==> config.mk <==
export PLATFORM = sky130hd
export DESIGN_NAME = traffic_ctrl_rr
export DESIGN_NICKNAME = d
export VERILOG_FILES = /design/src/rtl/traffic_ctrl_rr.sv
export SDC_FILE = /design/constraint.sdc
export NUM_CORES = 1
export LEC_CHECK = 0
export CAP_MARGIN = 5
export CORE_UTILIZATION = 53
export DETAILED_ROUTE_END_ITERATION = 8
export PLACE_DENSITY = 0.86
export SETUP_SLACK_MARGIN = 0.2
export SLEW_MARGIN = 20
export SYNTH_ARGS = -nofsm -noshare
export SYNTH_HDL_FRONTEND = slang
export SYNTH_SLANG_ARGS = --single-unit
==> constraint.sdc <==
create_clock -name clk -period 5.29 [get_ports clk]
set_input_delay 1.3225 -clock clk [delete_from_list [all_inputs] [get_ports clk]]
set_output_delay 1.3225 -clock clk [all_outputs]
set_load 0.03 [all_outputs]
==> src/rtl/traffic_ctrl_rr.sv <==
// -----------------------------------------------------------------------------
// traffic_ctrl_rr
// N-way intersection controller. Request-driven round-robin arbitration with
// minimum/maximum green (a way's own request extends its green up to the
// maximum), followed by an amber phase and an optional all-red clearance phase.
//
// Ports:
//   clk          clock
//   rst_n        synchronous active-low reset
//   req          level request per way
//   green        one-hot green lamp (or all zero)
//   amber        one-hot amber lamp (or all zero)
//   red          red lamps, always ~(green | amber)
//   active_way   way that currently owns the phase
//   phase        0 = GREEN, 1 = AMBER, 2 = ALL_RED
//   phase_cnt    cycles spent in the current phase, 0 on its first cycle
//
// Optional build macro TRAFFIC_PREEMPT_EN adds:
//   preempt      emergency preemption request
//   preempt_way  way that preemption wants green on
//
// All outputs come straight from flops. Lamp values are computed from the
// next-state decision and registered alongside it, so there is no
// combinational path from req to any lamp.
// -----------------------------------------------------------------------------
module traffic_ctrl_rr #(
    parameter int NUM_WAYS     = 4,
    parameter int CNT_W        = 8,
    parameter int GREEN_MIN    = 2,
    parameter int GREEN_MAX    = 16,
    parameter int AMBER_TIME   = 3,
    parameter int ALL_RED_TIME = 1,
    localparam int AW          = (NUM_WAYS > 1) ? $clog2(NUM_WAYS) : 1
) (
    input  logic                clk,
    input  logic                rst_n,
    input  logic [NUM_WAYS-1:0] req,
`ifdef TRAFFIC_PREEMPT_EN
    input  logic                preempt,
    input  logic [AW-1:0]       preempt_way,
`endif
    output logic [NUM_WAYS-1:0] green,
    output logic [NUM_WAYS-1:0] amber,
    output logic [NUM_WAYS-1:0] red,
    output logic [AW-1:0]       active_way,
    output logic [1:0]          phase,
    output logic [CNT_W-1:0]    phase_cnt
);

    typedef enum logic [1:0] {
        PH_GREEN   = 2'd0,
        PH_AMBER   = 2'd1,
        PH_ALL_RED = 2'd2
    } phase_e;

    localparam logic [CNT_W-1:0]    CNT_MAX      = {CNT_W{1'b1}};
    localparam logic [CNT_W-1:0]    CNT_ZERO     = {CNT_W{1'b0}};
    localparam logic [CNT_W-1:0]    CNT_ONE      = {{(CNT_W-1){1'b0}}, 1'b1};
    localparam logic [CNT_W-1:0]    GMIN_LAST    = CNT_W'(GREEN_MIN - 1);
    localparam logic [CNT_W-1:0]    GMAX_LAST    = CNT_W'(GREEN_MAX - 1);
    localparam logic [CNT_W-1:0]    AMBER_LAST   = CNT_W'(AMBER_TIME - 1);
    localparam logic [CNT_W-1:0]    ALL_RED_LAST = CNT_W'(ALL_RED_TIME - 1);
    localparam logic [NUM_WAYS-1:0] WAYS_ZERO    = {NUM_WAYS{1'b0}};
    localparam logic [NUM_WAYS-1:0] WAY0_ONEHOT  = {{(NUM_WAYS-1){1'b0}}, 1'b1};
    localparam logic [AW-1:0]       WAY_ZERO     = {AW{1'b0}};

    // Parameter sanity: any violation stops elaboration.
    generate
        if (NUM_WAYS < 2) begin : g_chk_ways
            $error("traffic_ctrl_rr: NUM_WAYS must be >= 2");
        end
        if (CNT_W < 1 || CNT_W > 30) begin : g_chk_cntw
            $error("traffic_ctrl_rr: CNT_W must be in 1..30");
        end
        if (GREEN_MIN < 1) begin : g_chk_gmin
            $error("traffic_ctrl_rr: GREEN_MIN must be >= 1");
        end
        if (GREEN_MAX < GREEN_MIN || GREEN_MAX > (1 << CNT_W) - 1) begin : g_chk_gmax
            $error("traffic_ctrl_rr: GREEN_MAX must be in GREEN_MIN..2^CNT_W-1");
        end
        if (AMBER_TIME < 1 || AMBER_TIME > (1 << CNT_W)) begin : g_chk_amber
            $error("traffic_ctrl_rr: AMBER_TIME must be in 1..2^CNT_W");
        end
        if (ALL_RED_TIME < 0 || ALL_RED_TIME > (1 << CNT_W)) begin : g_chk_allred
            $error("traffic_ctrl_rr: ALL_RED_TIME must be in 0..2^CNT_W");
        end
    endgenerate

    // One-hot decode of a way index.
    function automatic logic [NUM_WAYS-1:0] way_onehot(input logic [AW-1:0] w);
        logic [NUM_WAYS-1:0] v;
        v    = {NUM_WAYS{1'b0}};
        v[w] = 1'b1;
        return v;
    endfunction

    phase_e              phase_r;
    logic [AW-1:0]       active_way_r;
    logic [AW-1:0]       next_way_r;
    logic [CNT_W-1:0]    phase_cnt_r;
    logic [NUM_WAYS-1:0] green_r;
    logic [NUM_WAYS-1:0] amber_r;
    logic [NUM_WAYS-1:0] red_r;

    logic [NUM_WAYS-1:0] other_req_s;
    logic                rr_found_s;
    logic [AW-1:0]       rr_way_s;
    logic [AW-1:0]       rr_idx_s;
    logic                rr_exit_s;
    logic                green_exit_s;
    logic [AW-1:0]       grant_s;
`ifdef TRAFFIC_PREEMPT_EN
    logic                pre_valid_s;
    logic                pre_go_s;
    logic                pre_hold_s;
`endif

    phase_e              phase_nxt_s;
    logic [AW-1:0]       active_nxt_s;
    logic [AW-1:0]       next_way_nxt_s;
    logic [CNT_W-1:0]    cnt_nxt_s;
    logic [CNT_W-1:0]    cnt_inc_s;
    logic [NUM_WAYS-1:0] green_nxt_s;
    logic [NUM_WAYS-1:0] amber_nxt_s;

    // Round-robin search: first requesting way after active_way, wrapping.
    always_comb begin
        other_req_s = req & ~way_onehot(active_way_r);
        rr_found_s  = 1'b0;
        rr_way_s    = active_way_r;
        rr_idx_s    = active_way_r;
        for (int i = 1; i < NUM_WAYS; i++) begin
            rr_idx_s = AW'((int'(active_way_r) + i) % NUM_WAYS);
            if (!rr_found_s && other_req_s[rr_idx_s]) begin
                rr_found_s = 1'b1;
                rr_way_s   = rr_idx_s;
            end else begin
                rr_found_s = rr_found_s;
            end
        end
    end

    // GREEN exit decision and the way it grants; preemption overrides both.
    always_comb begin
        rr_exit_s = (phase_cnt_r >= GMIN_LAST) && (other_req_s != WAYS_ZERO) &&
                    (!req[active_way_r] || (phase_cnt_r >= GMAX_LAST));
`ifdef TRAFFIC_PREEMPT_EN
        // An index beyond NUM_WAYS-1 names no approach and is ignored.
        pre_valid_s  = preempt && (int'(preempt_way) < NUM_WAYS);
        pre_go_s     = pre_valid_s && (preempt_way != active_way_r);
        pre_hold_s   = pre_valid_s && (preempt_way == active_way_r);
        green_exit_s = pre_go_s || (rr_exit_s && !pre_hold_s);
        grant_s      = pre_go_s ? preempt_way : rr_way_s;
`else
        green_exit_s = rr_exit_s;
        grant_s      = rr_way_s;
`endif
    end

    // Phase sequencing, saturating phase counter and lamp decode of next state.
    always_comb begin
        phase_nxt_s    = phase_r;
        active_nxt_s   = active_way_r;
        next_way_nxt_s = next_way_r;
        cnt_inc_s      = (phase_cnt_r == CNT_MAX) ? CNT_MAX : (phase_cnt_r + CNT_ONE);
        cnt_nxt_s      = cnt_inc_s;
        case (phase_r)
            PH_GREEN: begin
                if (green_exit_s) begin
                    phase_nxt_s    = PH_AMBER;
                    next_way_nxt_s = grant_s;
                    cnt_nxt_s      = CNT_ZERO;
                end else begin
                    phase_nxt_s    = PH_GREEN;
                end
            end
            PH_AMBER: begin
                if (phase_cnt_r == AMBER_LAST) begin
                    cnt_nxt_s = CNT_ZERO;
                    if (ALL_RED_TIME == 0) begin
                        phase_nxt_s  = PH_GREEN;
                        active_nxt_s = next_way_r;
                    end else begin
                        phase_nxt_s  = PH_ALL_RED;
                    end
                end else begin
                    phase_nxt_s = PH_AMBER;
                end
            end
            PH_ALL_RED: begin
                if (phase_cnt_r == ALL_RED_LAST) begin
                    phase_nxt_s  = PH_GREEN;
                    active_nxt_s = next_way_r;
                    cnt_nxt_s    = CNT_ZERO;
                end else begin
                    phase_nxt_s  = PH_ALL_RED;
                end
            end
            default: begin
                // Unreachable encoding: fall back to clearance before any green.
                phase_nxt_s = PH_ALL_RED;
                cnt_nxt_s   = CNT_ZERO;
            end
        endcase

        if (phase_nxt_s == PH_GREEN) begin
            green_nxt_s = way_onehot(active_nxt_s);
            amber_nxt_s = WAYS_ZERO;
        end else if (phase_nxt_s == PH_AMBER) begin
            green_nxt_s = WAYS_ZERO;
            amber_nxt_s = way_onehot(active_nxt_s);
        end else begin
            green_nxt_s = WAYS_ZERO;
            amber_nxt_s = WAYS_ZERO;
        end
    end

    // State and lamp registers; reset forces an immediate green on way 0.
    always_ff @(posedge clk) begin
        if (!rst_n) begin
            phase_r      <= PH_GREEN;
            active_way_r <= WAY_ZERO;
            next_way_r   <= WAY_ZERO;
            phase_cnt_r  <= CNT_ZERO;
            green_r      <= WAY0_ONEHOT;
            amber_r      <= WAYS_ZERO;
            red_r        <= ~WAY0_ONEHOT;
        end else begin
            phase_r      <= phase_nxt_s;
            active_way_r <= active_nxt_s;
            next_way_r   <= next_way_nxt_s;
            phase_cnt_r  <= cnt_nxt_s;
            green_r      <= green_nxt_s;
            amber_r      <= amber_nxt_s;
            red_r        <= ~(green_nxt_s | amber_nxt_s);
        end
    end

    assign green      = green_r;
    assign amber      = amber_r;
    assign red        = red_r;
    assign active_way = active_way_r;
    assign phase      = phase_r;
    assign phase_cnt  = phase_cnt_r;

endmodule

[Yosys cells after proc, flatten, opt, wreduce, memory -nomap -nowiden]
Cells that the tools add are included.
Word-level totals
  flip-flop bits (word level): 26
  input port bits: 6
  output and inout port bits: 24
  word-level logic and storage cells: 75
Operators by class
  add/sub/neg operators: 4
  magnitude comparators: 9
  equal/unequal tests: 5
  mux-type cells: 31
  bitwise logic cells: 4
  reductions and logical operators: 15
Operators by type and width (number)
  $mux 8: 4
  $pmux 8 s3: 1
  $lt 2x3->1 const B: 5
  $mux 2: 7
  $mux 4: 3
  $mux 1: 9
  $add 8x1->8 const B: 1
  $bmux 1 s2: 4
  $eq 8x2->1 const B: 1
  $eq 8x8->1 const B: 1
  $ge 8x1->1 const B: 1
  $ge 8x4->1 const B: 1
  $logic_not 8->1: 1
  $not 4->4: 2
  $logic_and 1x1->1: 6
  $pmux 2 s3: 1
  $add 2x2->2 const B: 2
  $and 4x4->4: 1
  $demux 1 s2: 2
  $eq 2x1->1 const B: 2
  $ge 2x1->1 const B: 2
  $logic_not 2->1: 2
  $or 4x4->4: 1
  $reduce_bool 4->1: 1
  5 further kinds: 7

[Depth between registers and ports, before layout]
  depth after elaboration: 16
  mapped depth: 8
  depth with buffers taken out: 7

[Least setup slack after synthesis]
OpenSTA, ideal clock, no wires.
  path type: input to register
  start: in req[3]
  end: reg phase_cnt_r[6], in the netlist phase_cnt[6]
  setup time: 0.137 ns
  data arrival time: 2.407 ns
  required time: 5.153 ns
  path slack: 2.746 ns
  cell stages on the path: 5
  path buffers: 0
  cells stage by stage: mux4_2 > nand3b_1 > a311oi_1 > o21ai_1 > nor3_1
On the way
  word-level cells in the longest chain between the ends: 7
  elaborated cells between the ends (all ways): 10
  classes of those cells: mux (4); bitwise (1); reduce/logical (5)
Ends and longest elaborated chain
  start, declared: line 37  | input logic [NUM_WAYS-1:0] req,
  $bmux 1 s2: line 146  | (!req[active_way_r] || (phase_cnt_r >= GMAX_LAST));
  $mux 1 (not written as such): line 146
  $logic_not 1->1: line 146
  $logic_or 1x1->1: line 146
  $logic_and 1x1->1 (*): line 145  | rr_exit_s = (phase_cnt_r >= GMIN_LAST) && (other_req_s != WAYS_ZERO) &&
  $mux 8 (*): line 169  | if (green_exit_s) begin
  $pmux 8 s3 (*): line 167  | case (phase_r)
  end signal, assigned: line 232  | phase_cnt_r <= cnt_nxt_s;
  end, declared: line 100  | logic [CNT_W-1:0] phase_cnt_r;
Every way passes the cells marked *; elsewhere a longest branch is shown, timed or not. The select of a mux whose other input is x is not followed.
A chain may end at the register's enable or synchronous reset.

[Final worst setup path]
  start: reg active_way_r[1], in the netlist active_way[1]
  end: out active_way[1]
RTL lines
  start, declared: line 98  | logic [AW-1:0] active_way_r;
  start signal, assigned: line 230  | active_way_r <= active_nxt_s;
  end, declared: line 45  | output logic [AW-1:0] active_way,
No word-level cell between the ends.

==> results.cfg <==
[run_status]
status = finished, final reports clean

[routing]
drc = 0
drtIter0Drc = 26
drt-vias-per-instance = 5.76
dr.pass1.iters = 6
drtAntennaViolNets = 0
wl_per_cell_um = 14.1
vias = 1170
wl_um = 2870

[cts]
insertion_delay_ns = 0.32
path_clk_slew_ns = 0.14
cts_root_buf = clkbuf_4
cts_tree = yes
cts_max_level = 1
ctsHoldBuffers = 0
cts.sinks = 26
postCtsResizedCells = 0
postCtsSetupBuffers = 0
cts_buffers = 3
cts_buffer_depth = 2

[final_layout]
nFillCells = 168
final-seq-area_sq_um = 520
diodes = 0
multi_input_area_sq_um = 757
nets = 191
area_delta_synth_final_pct = 28.4
drive_gt1_share_pct = 6.86
layout_common_cells = clkdlybuf4s50_1 (29), dfxtp_1 (26), nor2_1 (18)
final_common_cell = clkdlybuf4s50_1

[logic_synthesis]
yosysWarnings = 0
synth_seq_cells = 26
avgSynthCellArea_sq_um = 9.22
syn_area_sq_um = 1320
synth_edf_count = 0
synth_nets = 158
yosys_most_used_dff = dfxtp_1
synth_async_sr_flop_share_pct = 0
yosysUniqueCellTypes = 46
seq_area_frac_synth_pct = 39.5
synthCells = 143

[worst_setup_path]
critPathSlowestCell = clkdlybuf4s50_1
reg2reg_slack_ns = 2.92
startpoint_type = register
path_cells = clkdlybuf4s50_1
criticalPathCategory = reg2out
timing.rr.start = active_way[0]$_SDFF_PN0_
crit_start = active_way[1]$_SDFF_PN0_
crit_path_end = active_way[1]
reg2reg_depth = 7
worst-path-stages = 1
crit_arrival_ns = 1.72
cp_slowest_stage_delay_ns = 0.76
cp.required_ns = 3.97
cp_max_fo = 13
crit_family = buffers and inverters
cp-end-kind = primary output
path_buf_inv = 1
rr_endpoint = phase_cnt[6]$_SDFF_PN0_

[power_and_ir_drop]
power.total_w = 0.000603
p_comb_share_pct = 36.9
swShare_pct = 36.2
clockPowerShare_pct = 22.5
p_int_w = 0.000385
p_leak_nw = 0.660
pwr-share-seq_pct = 40.7
ir_drop_mv = 0.255
powerDensity_nw_per_um2 = 356
p_switching_w = 0.000218

[timing]
fmax_ghz = 0.328
fin_crit_sh_pct = 57.6
hold_slack_ns = 0.545
finalHoldViolations = 0
tns_ns = 0
setup_viol = 0
rsz0062_at_grt = no
skew_ns = 0.00266
worst_slew_pin_slew_ns = 0.602
fin_crit_ns = 3.05
finalMaxSlewViolations = 0
relSlewSlack_pct = 59.6

[global_route]
grt_pass1_vias = 1083
grt_pass1_wl_um = 4710
grt_max_degree = 16
grt-ovfl-total = 0
antenna_found_initial = 0
grt_usage_pct = 23.4

[floorplanning]
core-area_sq_um = 2280
start_util_pct = 57.9
die_y_um = 51.9
ioPinCount = 30
fp.dieW_um = 51.9
die-area_sq_um = 2690
row_count = 17

[min_path]
hold_class = reg2reg

[run]
max_cap_viol_count = 0

[placed_design]
place.gp.congestion = 0.780
hpwl_um = 2160
port_buffers = 29
cell usage after synthesis (2+ instances only):
cell type / instances / area [sq um]
a31oi_1: 4 / 25.0
inv_1: 9 / 33.8
or2b_1: 3 / 22.5
nor3b_1: 2 / 15.0
a21oi_1: 8 / 40.0
nor2_1: 18 / 67.6
o21ai_1: 2 / 10.0
nor2b_1: 3 / 18.8
nand3_1: 4 / 20.0
and3_1: 2 / 12.5
ha_1: 9 / 113
a22oi_1: 2 / 15.0
dfxtp_1: 26 / 521
mux2i_1: 4 / 40.0
o21ai_0: 2 / 10.0
nor3_1: 4 / 20.0
xnor2_1: 2 / 17.5
nand2b_1: 5 / 31.3
nand2_1: 5 / 18.8
o22ai_1: 3 / 18.8
per-layer routing:
layer  vias to the layer above  track usage [%]  part of all wire, %
met5                         -                0                    0
met2                        39             41.9                   50
met1                       542             28.5                   45
met4                         0             7.21                 0.73
li1                        585                -                    -
met3                         4             3.51                  4.5
registers in the layout (all words and copies together) (netlist names):
name        count
active_way      2
green           4
amber           4
phase_cnt       8
red             4
phase           2
next_way_r      2
layout make-up:
class	instances	share of cell area [%]
well taps	28	2.07
inverters	10	2.22
clock inverters	1	1.77
clock buffers	3	1.33
repair buffers	29	17.1
flip-flops and latches	26	30.7
multi-input cells	106	44.7
worst min-delay path by stage:
| stage | from | end | slack, ns | depth (start not counted) |
|---|---|---|---|---|
| 2_1_floorplan | next_way_r[0]$_SDFFE_PN0P_ | next_way_r[0]$_SDFFE_PN0P_ | 0.49 | 2 |
| 3_3_place_gp | phase_cnt[0]$_SDFF_PN0_ | phase_cnt[0]$_SDFF_PN0_ | 0.52 | 1 |
| 3_5_place_dp | phase_cnt[0]$_SDFF_PN0_ | phase_cnt[0]$_SDFF_PN0_ | 0.52 | 1 |
| 4_1_cts | phase_cnt[0]$_SDFF_PN0_ | phase_cnt[0]$_SDFF_PN0_ | 0.55 | 1 |
| 5_1_grt | next_way_r[1]$_SDFFE_PN0P_ | next_way_r[1]$_SDFFE_PN0P_ | 0.56 | 2 |
| 6_report | phase_cnt[0]$_SDFF_PN0_ | phase_cnt[0]$_SDFF_PN0_ | 0.55 | 1 |
cells by family after synthesis:
| family | after synthesis | synth area share (%) |
|---|---|---|
| XOR/XNOR | 3 | 1.99 |
| AO/OA/AOI/OAI | 33 | 17.3 |
| buffers and inverters | 11 | 3.13 |
| adder cells (fa/ha/maj) | 9 | 8.54 |
| AND/OR/NAND/NOR | 56 | 24.9 |
| flip-flops | 26 | 39.5 |
| multiplexers | 5 | 4.74 |
power groups by stage:
stage	Combinational (W)	Clock [W]	Sequential, W
2_1_floorplan	0.000112	0	0.000283
3_3_place_gp	0.000211	0	0.000249
4_1_cts	0.000221	0.000138	0.000245
5_1_grt	0.000243	0.000144	0.000249
6_report	0.000222	0.000135	0.000245
3_5_place_dp	0.000219	0	0.000249
through the flow:
| stage | std cells | setup slack, ns | area [sq um] | util (%) |
|---|---|---|---|---|
| after detailed placement | 199 | 2.09 | 1640 | 72.1 |
| after floorplan | 143 | 2.75 | 1320 | - |
| after global routing | 203 | 2.19 | 1690 | 74.4 |
| after global placement | 199 | 2.19 | 1640 | 72.1 |
| after CTS | 203 | 2.26 | 1690 | 74.4 |
| final | 203 | 2.24 | 1690 | 74.4 |
Power figures use the tool's default switching activity.
